[src/rtl/i2c_master_wb.sv]
// Byte-level I2C master with an 8-bit Wishbone register file.
// Optional CLK_STRETCH_EN: hold bit timing while a slave stretches SCL.
module i2c_master_wb #(
  parameter logic [15:0] PRER_RST = 16'hFFFF
) (
  input  logic       wb_clk_i,
  input  logic       wb_rst_i,
  input  logic [2:0] wb_adr_i,
  input  logic [7:0] wb_dat_i,
  output logic [7:0] wb_dat_o,
  input  logic       wb_we_i,
  input  logic       wb_stb_i,
  input  logic       wb_cyc_i,
  output logic       wb_ack_o,
  output logic       wb_inta_o,
  input  logic       scl_pad_i,
  output logic       scl_pad_o,
  output logic       scl_padoen_o,
  input  logic       sda_pad_i,
  output logic       sda_pad_o,
  output logic       sda_padoen_o
);

  typedef enum logic [2:0] {
    S_IDLE, S_START, S_WRITE, S_READ, S_ACK, S_STOP
  } state_t;

  state_t      state;
  logic [15:0] prer;
  logic [15:0] cnt;
  logic [2:0]  ph;
  logic [2:0]  bitcnt;
  logic        en, ien;
  logic [7:0]  txr, rxr, shreg;
  logic        sta, sto, rd, wr, ack_cfg;
  logic        rxack, busy, al, tip, irq;
  logic        scl_oen, sda_oen;
  logic        scl_nx, sda_nx, scl_hi;
  logic        wb_req, wb_wr, cmd_go;
  logic        stall, tick, lost, fin;
  logic [7:0]  rdata;

  assign scl_pad_o    = 1'b0;
  assign sda_pad_o    = 1'b0;
  assign scl_padoen_o = scl_oen;
  assign sda_padoen_o = sda_oen;

  // Bus decode, tick generation, arbitration and end-of-command detection
  always_comb begin
    wb_req = wb_stb_i & wb_cyc_i & ~wb_ack_o;
    wb_wr  = wb_req & wb_we_i;
    cmd_go = wb_wr && wb_adr_i == 3'd4 && en && !tip
             && |wb_dat_i[7:4];
`ifdef CLK_STRETCH_EN
    stall  = scl_oen & ~scl_pad_i;
`else
    stall  = 1'b0;
`endif
    tick   = state != S_IDLE && cnt == prer && !stall;
    lost   = scl_oen & scl_pad_i & sda_oen & ~sda_pad_i
             & ((state == S_START && ph == 3'd1)
             | (state == S_WRITE && ph == 3'd3));
    fin    = tick && ph == 3'd4
             && ((state == S_START && !wr && !rd && !sto)
             || (state == S_ACK && !sto)
             || state == S_STOP);
  end

  // Line levels wanted in the current phase of the current bit
  always_comb begin
    scl_hi = (ph == 3'd2) | (ph == 3'd3);
    scl_nx = scl_oen;
    sda_nx = sda_oen;
    unique case (state)
      S_START: begin
        scl_nx = ph != 3'd4;
        sda_nx = ph < 3'd2;
      end
      S_WRITE: begin
        scl_nx = scl_hi;
        sda_nx = shreg[7];
      end
      S_READ: begin
        scl_nx = scl_hi;
        sda_nx = 1'b1;
      end
      S_ACK: begin
        scl_nx = scl_hi;
        sda_nx = rd ? ack_cfg : 1'b1;
      end
      S_STOP: begin
        scl_nx = ph != 3'd0;
        sda_nx = ph >= 3'd3;
      end
      default: ;
    endcase
  end

  // Register read mux
  always_comb begin
    rdata = 8'h00;
    unique case (wb_adr_i)
      3'd0:    rdata = prer[7:0];
      3'd1:    rdata = prer[15:8];
      3'd2:    rdata = {en, ien, 6'b0};
      3'd3:    rdata = rxr;
      3'd4:    rdata = {rxack, busy, al, 3'b0, tip, irq};
      default: rdata = 8'h00;
    endcase
  end

  // Registers plus byte/bit sequencer
  always_ff @(posedge wb_clk_i) begin
    if (!wb_rst_i) begin
      state <= S_IDLE;
      prer <= PRER_RST;
      cnt <= '0;
      ph <= '0;
      bitcnt <= '0;
      {en, ien} <= 2'b00;
      txr <= '0;
      rxr <= '0;
      shreg <= '0;
      {sta, sto, rd, wr, ack_cfg} <= '0;
      {rxack, busy, al, tip, irq} <= '0;
      scl_oen <= 1'b1;
      sda_oen <= 1'b1;
    end else begin
      if (wb_wr) begin
        unique case (wb_adr_i)
          3'd0: prer[7:0] <= wb_dat_i;
          3'd1: prer[15:8] <= wb_dat_i;
          3'd2: {en, ien} <= wb_dat_i[7:6];
          3'd3: txr <= wb_dat_i;
          3'd4: if (wb_dat_i[0]) irq <= 1'b0;
          default: ;
        endcase
      end
      if (cmd_go) begin
        {sta, sto, rd, wr} <= wb_dat_i[7:4];
        ack_cfg <= wb_dat_i[3];
        tip <= 1'b1;
        al <= 1'b0;
        cnt <= '0;
        ph <= '0;
        bitcnt <= '0;
        shreg <= txr;
        if (wb_dat_i[7])      state <= S_START;
        else if (wb_dat_i[4]) state <= S_WRITE;
        else if (wb_dat_i[5]) state <= S_READ;
        else                  state <= S_STOP;
      end
      if (state != S_IDLE) begin
        if (!en) begin
          state <= S_IDLE;
          tip <= 1'b0;
          busy <= 1'b0;
          scl_oen <= 1'b1;
          sda_oen <= 1'b1;
          {sta, sto, rd, wr, ack_cfg} <= '0;
        end else if (lost) begin
          state <= S_IDLE;
          al <= 1'b1;
          irq <= 1'b1;
          tip <= 1'b0;
          scl_oen <= 1'b1;
          sda_oen <= 1'b1;
          {sta, sto, rd, wr, ack_cfg} <= '0;
        end else begin
          scl_oen <= scl_nx;
          sda_oen <= sda_nx;
          if (tick)        cnt <= '0;
          else if (!stall) cnt <= cnt + 16'd1;
          if (tick && ph == 3'd3) begin
            if (state == S_READ) rxr <= {rxr[6:0], sda_pad_i};
            if (state == S_ACK && wr) rxack <= sda_pad_i;
          end
          if (tick) begin
            ph <= (ph == 3'd4) ? 3'd0 : ph + 3'd1;
            if (ph == 3'd4) begin
              unique case (state)
                S_START: begin
                  busy <= 1'b1;
                  if (wr)       state <= S_WRITE;
                  else if (rd)  state <= S_READ;
                  else if (sto) state <= S_STOP;
                end
                S_WRITE: begin
                  shreg <= {shreg[6:0], 1'b0};
                  bitcnt <= bitcnt + 3'd1;
                  if (bitcnt == 3'd7) state <= S_ACK;
                end
                S_READ: begin
                  bitcnt <= bitcnt + 3'd1;
                  if (bitcnt == 3'd7) state <= S_ACK;
                end
                S_ACK:  if (sto) state <= S_STOP;
                S_STOP: busy <= 1'b0;
                default: ;
              endcase
            end
          end
          if (fin) begin
            state <= S_IDLE;
            tip <= 1'b0;
            irq <= 1'b1;
            {sta, sto, rd, wr, ack_cfg} <= '0;
          end
        end
      end
    end
  end

  // Wishbone handshake, registered read data and interrupt
  always_ff @(posedge wb_clk_i) begin
    if (!wb_rst_i) begin
      wb_ack_o <= 1'b0;
      wb_dat_o <= 8'h00;
      wb_inta_o <= 1'b0;
    end else begin
      wb_ack_o <= wb_req;
      wb_inta_o <= irq & ien;
      if (wb_req) wb_dat_o <= rdata;
    end
  end

endmodule

[config.mk]
export PLATFORM = sky130hd
export DESIGN_NAME = i2c_master_wb
export DESIGN_NICKNAME = d
export VERILOG_FILES = /design/src/rtl/i2c_master_wb.sv
export SDC_FILE = /design/constraint.sdc
export NUM_CORES = 1
export LEC_CHECK = 0
export CORE_UTILIZATION = 53
export CTS_CLUSTER_SIZE = 16
export DETAILED_ROUTE_END_ITERATION = 10
export HOLD_SLACK_MARGIN = 0.08
export PLACE_DENSITY_LB_ADDON = 0.1
export SYNTH_ARGS = -nofsm -noshare
export SYNTH_HDL_FRONTEND = slang
export SYNTH_SLANG_ARGS = --single-unit
[constraint.sdc]
create_clock -name wb_clk_i -period 2.3 [get_ports wb_clk_i]
set_input_delay 0.23 -clock wb_clk_i [delete_from_list [all_inputs] [get_ports wb_clk_i]]
set_output_delay 0.23 -clock wb_clk_i [all_outputs]
set_load 0.02 [all_outputs]
==> results_dict.tcl, run 1 <==
set metrics [dict create \
    viasPerCell 5.901 \
    postCtsSetupBuffers 0 \
    synth_top_area_frac 0.3749 \
    path_max_fanout 5 \
    n_fill_cell 713 \
    place_congestion 0.8922 \
    dp_slack_ns 0.04392 \
    hold_start "txr[2]" \
    die_h_um 96.17 \
    grt_usage 0.2816 \
    multiInputGateArea_sq_um 2753 \
    power_uw 2869 \
    yosys.cell_types.count 68 \
    holdWs_ns 0.4602 \
    final_hold_viol_count 0 \
    startpoint_type "flop" \
    num_io_pins 32 \
    rsz0062_at_grt "true" \
    wl_per_cell_um 17.24 \
    power_density_nw_per_um2 516.4 \
    setup_viol 0 \
    ys_ff_latch 88 \
    via_count 4225 \
    clock_latency_ns 0.36 \
    fp.coreArea_sq_um 8382 \
    dpl_cell_area_sq_um 5313 \
    syn-cell-area_sq_um 4700 \
    reg2reg_from "ph[0]" \
    grt_max_degree 31 \
    io_buffers 29 \
    p_leak_uw 0.002102 \
    synth_area_per_cell_sq_um 8.483 \
    mostFrequentLayoutCells "nand2_1 (88), dfxtp_1 (88), nor2_1 (49)" \
    antennaDiodeCount 0 \
    drc 0 \
    cts.reportedPaths.clkPinSlew_ns 0.09 \
    htree_levels 3 \
    seq_area_frac_synth 0.3749 \
    initialDrtViolationCount 199 \
    synth-main-ff-cell "dfxtp_1" \
    min_path_type "flop to flop" \
    grt_pass1_wl_mm 19.50 \
    ir_drop_mv 0.3015 \
    hold-path-cell-count 2 \
    drv_slew 0 \
    grt-ovfl-total 0 \
    antenna_found_initial 0 \
    fin_crit_sh 0.9660 \
    fin_ws_ns 0.07820 \
    max_cap_viol_count 0 \
    clock_skew_ns 0.01095 \
    synth_top_area_cell "dfxtp_1" \
    cts_buffers 9 \
    cts_root_buffer "clkbuf_8" \
    synth_area_leaders "dfxtp_1 (37%), mux2i_1 (8.9%), nand2_1 (7.0%)" \
    timing.rr.end "bitcnt[0]" \
    start_util 0.5607 \
    syn_inst 554 \
    die_w_um 96.17 \
    r2r_cells 8 \
    design.die.area_sq_um 9248 \
    firstDrtPassIters 4 \
    fin_nets 632 \
    critPathKind "flop to flop" \
    clockBufferDepth 2 \
    finalWorstPathRequiredPeriod_ns 2.222 \
    routed_wl_mm 12.34 \
    max_freq_mhz 450.1 \
    endpoint_kind "flop" \
    ys_warn_count 0 \
    cp_data_required_time_ns 2.59 \
    synth_edf_count 0 \
    status "completed" \
    rows 33 \
    hpwl_mm 9.419 \
    r2r_setup_slack_ns 0.08 \
    fin_tns_setup_ns 0 \
    cts_sinks 88 \
    worstPathArrival_ns 2.51 \
    drive_above_1_share 0.1538 \
    tritoncts "done" \
    fin_area_sq_um 5557 \
    regArea_sq_um 1762 \
    first_global_vias 3901 \
    async_flop_share 0 \
    min_to "txr[2]" \
    final_antenna_net_count 0 \
    syn2layout_area_growth_pct 18.24 \
]
## repair_timing
| action | CTS | global route |
|---|---|---|
| hold buffers | 0 | 0 |
| resized for setup | 0 | 8 |
| endpoints found under the setup margin | 0 | 9 |
## state kept, by name, indices dropped and copies added (netlist names), 3 cells and up
register and flops:
cnt 16, prer 16, rxr 8, shreg 8, txr 8, wb_dat_o 8, bitcnt 3, ph 3
state 3
## critical path, cell delays in order (launching register included)
cell	delay (ns)
dfxtp_1	0.37
ha_1	0.21
ha_1	0.18
and3b_1	0.19
o2111ai_4	0.27
buf_4	0.18
and3_1	0.18
nor3b_4	0.32
mux2i_1	0.25
## cells by family after synthesis
kind of cell | share of synthesized area
simple gates | 0.2529
compound gates | 0.1600
flops | 0.3749
mux | 0.1062
buf+inv | 0.04846
xor+xnor | 0.03541
fa+ha+maj | 0.02130
other cells | 0.0007980
## through the flow
stage                     utilization  instances
final                          0.6629        716
after global placement         0.6338        700
after CTS                      0.6583        716
after detailed placement       0.6338        700
after global routing           0.6629        716
after floorplan                     -        555
## cell type report
cell class | instances | area share
multi-input combinational | 421 | 0.4954
tap | 105 | 0.02364
clock inverter | 5 | 0.01148
inverter | 10 | 0.006755
timing repair buffer | 76 | 0.1202
clock buffer | 11 | 0.02544
sequential | 88 | 0.3170
## layer usage
layer,vias up,track usage,routed length (um)
met1,2006,0.3676,5418
met3,22,0.03949,606
met5,-,0,0
met2,123,0.4710,6047
li1,2074,-,-
met4,0,0.1032,269
## where the power goes
group	total [uW]	switching (uW)	internal, uW
clock network	1130	583	543
logic	204	115	88.7
registers	1540	6.75	1530
## how the worst max path moves through the flow
stage / cells past startpoint / end / slack, ns / from
finish: 8 / bitcnt[0] / 0.08 / ph[0]
global route: 10 / shreg[1] / -0.01 / ph[0]
CTS: 9 / cnt[8] / 0.02 / ph[0]
detailed placement: 7 / cnt[14] / 0.04 / wb_dat_i[4]
global placement: 7 / cnt[14] / 0.09 / wb_dat_i[5]
floorplan: 8 / cnt[13] / 0.16 / ph[1]
## Yosys cell counts (2+ instances only)
library cell and instances:
o21ai_1 6, inv_1 10, nor3_1 11, nor3b_1 3, a41o_1 3, mux2i_1 42, clkbuf_1 16, nor2_1 49
a21oi_1 32, ha_1 8, nand4_2 2, buf_4 8, buf_1 2, mux4_2 2, nand2b_1 5, a22o_1 4
mux2_2 3, nor2b_1 4, dfxtp_1 88, a22oi_1 8, xor2_1 17, nand3_1 31, o21ai_0 13, nor4_1 5
or3_1 3, a221oi_1 2, a31oi_1 3, nand4_1 6, a211oi_2 7, buf_2 8, buf_6 2, a211oi_1 7
and3_1 10, a21o_1 6, o211ai_1 3, xnor2_1 2, nand3b_1 3, nor3_2 2, nand2_1 88, nor3b_2 2
(Power assumes the default switching activity.)
==> run 2: changes to the inputs <==
Settings changed: HOLD_SLACK_MARGIN 0.08 to unset.
==> results of run 2 <==
Same layout as run 1: the final DEF is identical, and so are final timing and power.
==> run 3: changes to the inputs <==
Settings changed: MAX_ROUTING_LAYER set to met4, SLEW_MARGIN set to 20.
==> run 3 against run 2 <==
  * Global-route usage rose by 2.2 points
  * Clock skew rose by 0.0021 ns
  * Core utilization grew 0.36 points
  * Critical path depth grew 1
  * Routed wire length increased by 4.2%
  * Maximum frequency rose by 0.26%
  * Sequential power is essentially flat
  * Worst setup slack better by 0.0058 ns
  * Flip-flop and latch count stayed put
  * Worst hold slack worse by 0.0042 ns
  * Final area rose by 0.54%
  * Sequential share of layout area decreased by 0.15 points
==> results_dict.tcl, run 3 (synthesis gave the netlist of run 1 again) <==
set metrics [dict create \
    firstDrtPassIters 5 \
    startpoint_type "flop" \
    antennaDiodeCount 0 \
    grt_pass1_wl_mm 20.32 \
    critPathKind "flop to flop" \
    hold-path-cell-count 2 \
    io_buffers 29 \
    final_antenna_net_count 0 \
    ir_drop_mv 0.4825 \
    fp.coreArea_sq_um 8382 \
    slowest_delay_ns 0.36 \
    clock_latency_ns 0.37 \
    cts_buffers 9 \
    power_uw 3076 \
    die_h_um 96.17 \
    grt-ovfl-total 0 \
    start_util 0.5607 \
    r2r_cells 9 \
    drv_slew 0 \
    syn2layout_area_growth_pct 18.88 \
    power_density_nw_per_um2 550.6 \
    design.die.area_sq_um 9248 \
    via_count 4247 \
    fin_crit_sh 0.9635 \
    cts_root_buffer "clkbuf_8" \
    initialDrtViolationCount 311 \
    p_leak_uw 0.002111 \
    grt_usage 0.3040 \
    holdWs_ns 0.4560 \
    cp_common_cell "ha_1" \
    setup_viol 0 \
    fin_ws_ns 0.08396 \
    reg.largest.list "cnt (16), prer (16)" \
    fin_nets 631 \
    endpoint_kind "flop" \
    path_max_fanout 20 \
    finalWorstPathRequiredPeriod_ns 2.216 \
    rows 33 \
    fin_util 0.6665 \
    n_fill_cell 743 \
    die_w_um 96.17 \
    first_global_vias 3990 \
    path_cells "ha_1 -> ha_1 -> and3b_1 -> o2111ai_4 -> nand4_2 -> a21oi_2 -> buf_12 -> or3b_1 -> nand3_1" \
    worstPathArrival_ns 2.53 \
    max_freq_mhz 451.3 \
    routed_wl_mm 12.87 \
    final_hold_viol_count 0 \
    grt_max_degree 31 \
    postCtsSetupBuffers 0 \
    cts_sinks 88 \
    num_io_pins 32 \
    clock_skew_ns 0.01307 \
    hpwl_mm 9.708 \
    viasPerCell 5.940 \
    cts.reportedPaths.clkPinSlew_ns 0.09 \
    cp_data_required_time_ns 2.61 \
    drive_above_1_share 0.1541 \
    clockBufferDepth 2 \
    dp_slack_ns -0.04372 \
    slowest_stage "dfxtp_1" \
    antenna_found_initial 0 \
    multiInputGateArea_sq_um 2739 \
    wl_per_cell_um 17.99 \
    tritoncts "done" \
    place_congestion 0.8976 \
    status "completed" \
    max_cap_viol_count 0 \
    htree_levels 3 \
    mostFrequentLayoutCells "nand2_1 (88), dfxtp_1 (87), nor2_1 (49)" \
    final_common_cell "nand2_1" \
    drc 0 \
    min_path_type "flop to flop" \
    regArea_sq_um 1763 \
]
## run 3: changes by cell type in the layout (fill, tap and decap cells not counted), sizes merged
cell,delta
bufinv,+2
clkbuf,-2
inv,+1
buf,-1
clkinv,-1
## run 3: layer usage
metal	vias to the layer above	routed length, um	global-route usage	share of wire
met4	0	350	0.1206	0.027
met1	2002	5622	0.3833	0.44
met2	141	6232	0.4799	0.48
li1	2069	-	-	-
met5	-	0	-	0
met3	35	659	0.05608	0.051
## run 3: worst max-delay path: cells and delay by family (launching register included)
kind | cells | cell delay, ns
AOI/OAI and AO/OA | 2 | 0.43
and+or+nand+nor | 4 | 0.78
DFF | 1 | 0.36
adders and majority gates | 2 | 0.39
buffers and inverters | 1 | 0.17
## run 3: through the flow
stage | area, sq um | instances | TNS (ns)
finish | 5587 | 715 | 0
global placement | 5305 | 699 | 0
global route | 5587 | 715 | -0.03176
detailed placement | 5305 | 699 | -0.1097
floorplan | 4703 | 555 | 0
CTS | 5553 | 715 | 0
## run 3: worst paths after layout
path / from / endpoint / slack, ns
setup / recovery: ph[0] / cnt[8] / 0.08
hold / removal: txr[2] / txr[2] / 0.46
setup reg to reg: ph[0] / cnt[8] / 0.08
hold reg to reg: txr[2] / txr[2] / 0.46
## run 3: layout make-up
class	instances	area share
Inverter	10	0.006719
Clock inverter	7	0.02217
Timing Repair Buffer	75	0.1196
Tap cell	105	0.02352
Clock buffer	9	0.02217
Multi-Input combinational cell	421	0.4903
Sequential cell	88	0.3156
## run 3: report_power, final
group | leakage [uW] | switching [uW] | total (uW) | internal [uW]
clock network | 0.000121 | 599 | 1330 | 733
registers | 0.000711 | 6.98 | 1540 | 1530
logic | 0.00128 | 116 | 204 | 87.7
total | 0.00211 | 722 | 3080 | 2350
## run 3: timing repair
action,in CTS,in global routing
hold buffers,0,0
endpoints found under the setup margin,0,21
gates resized for setup,0,9
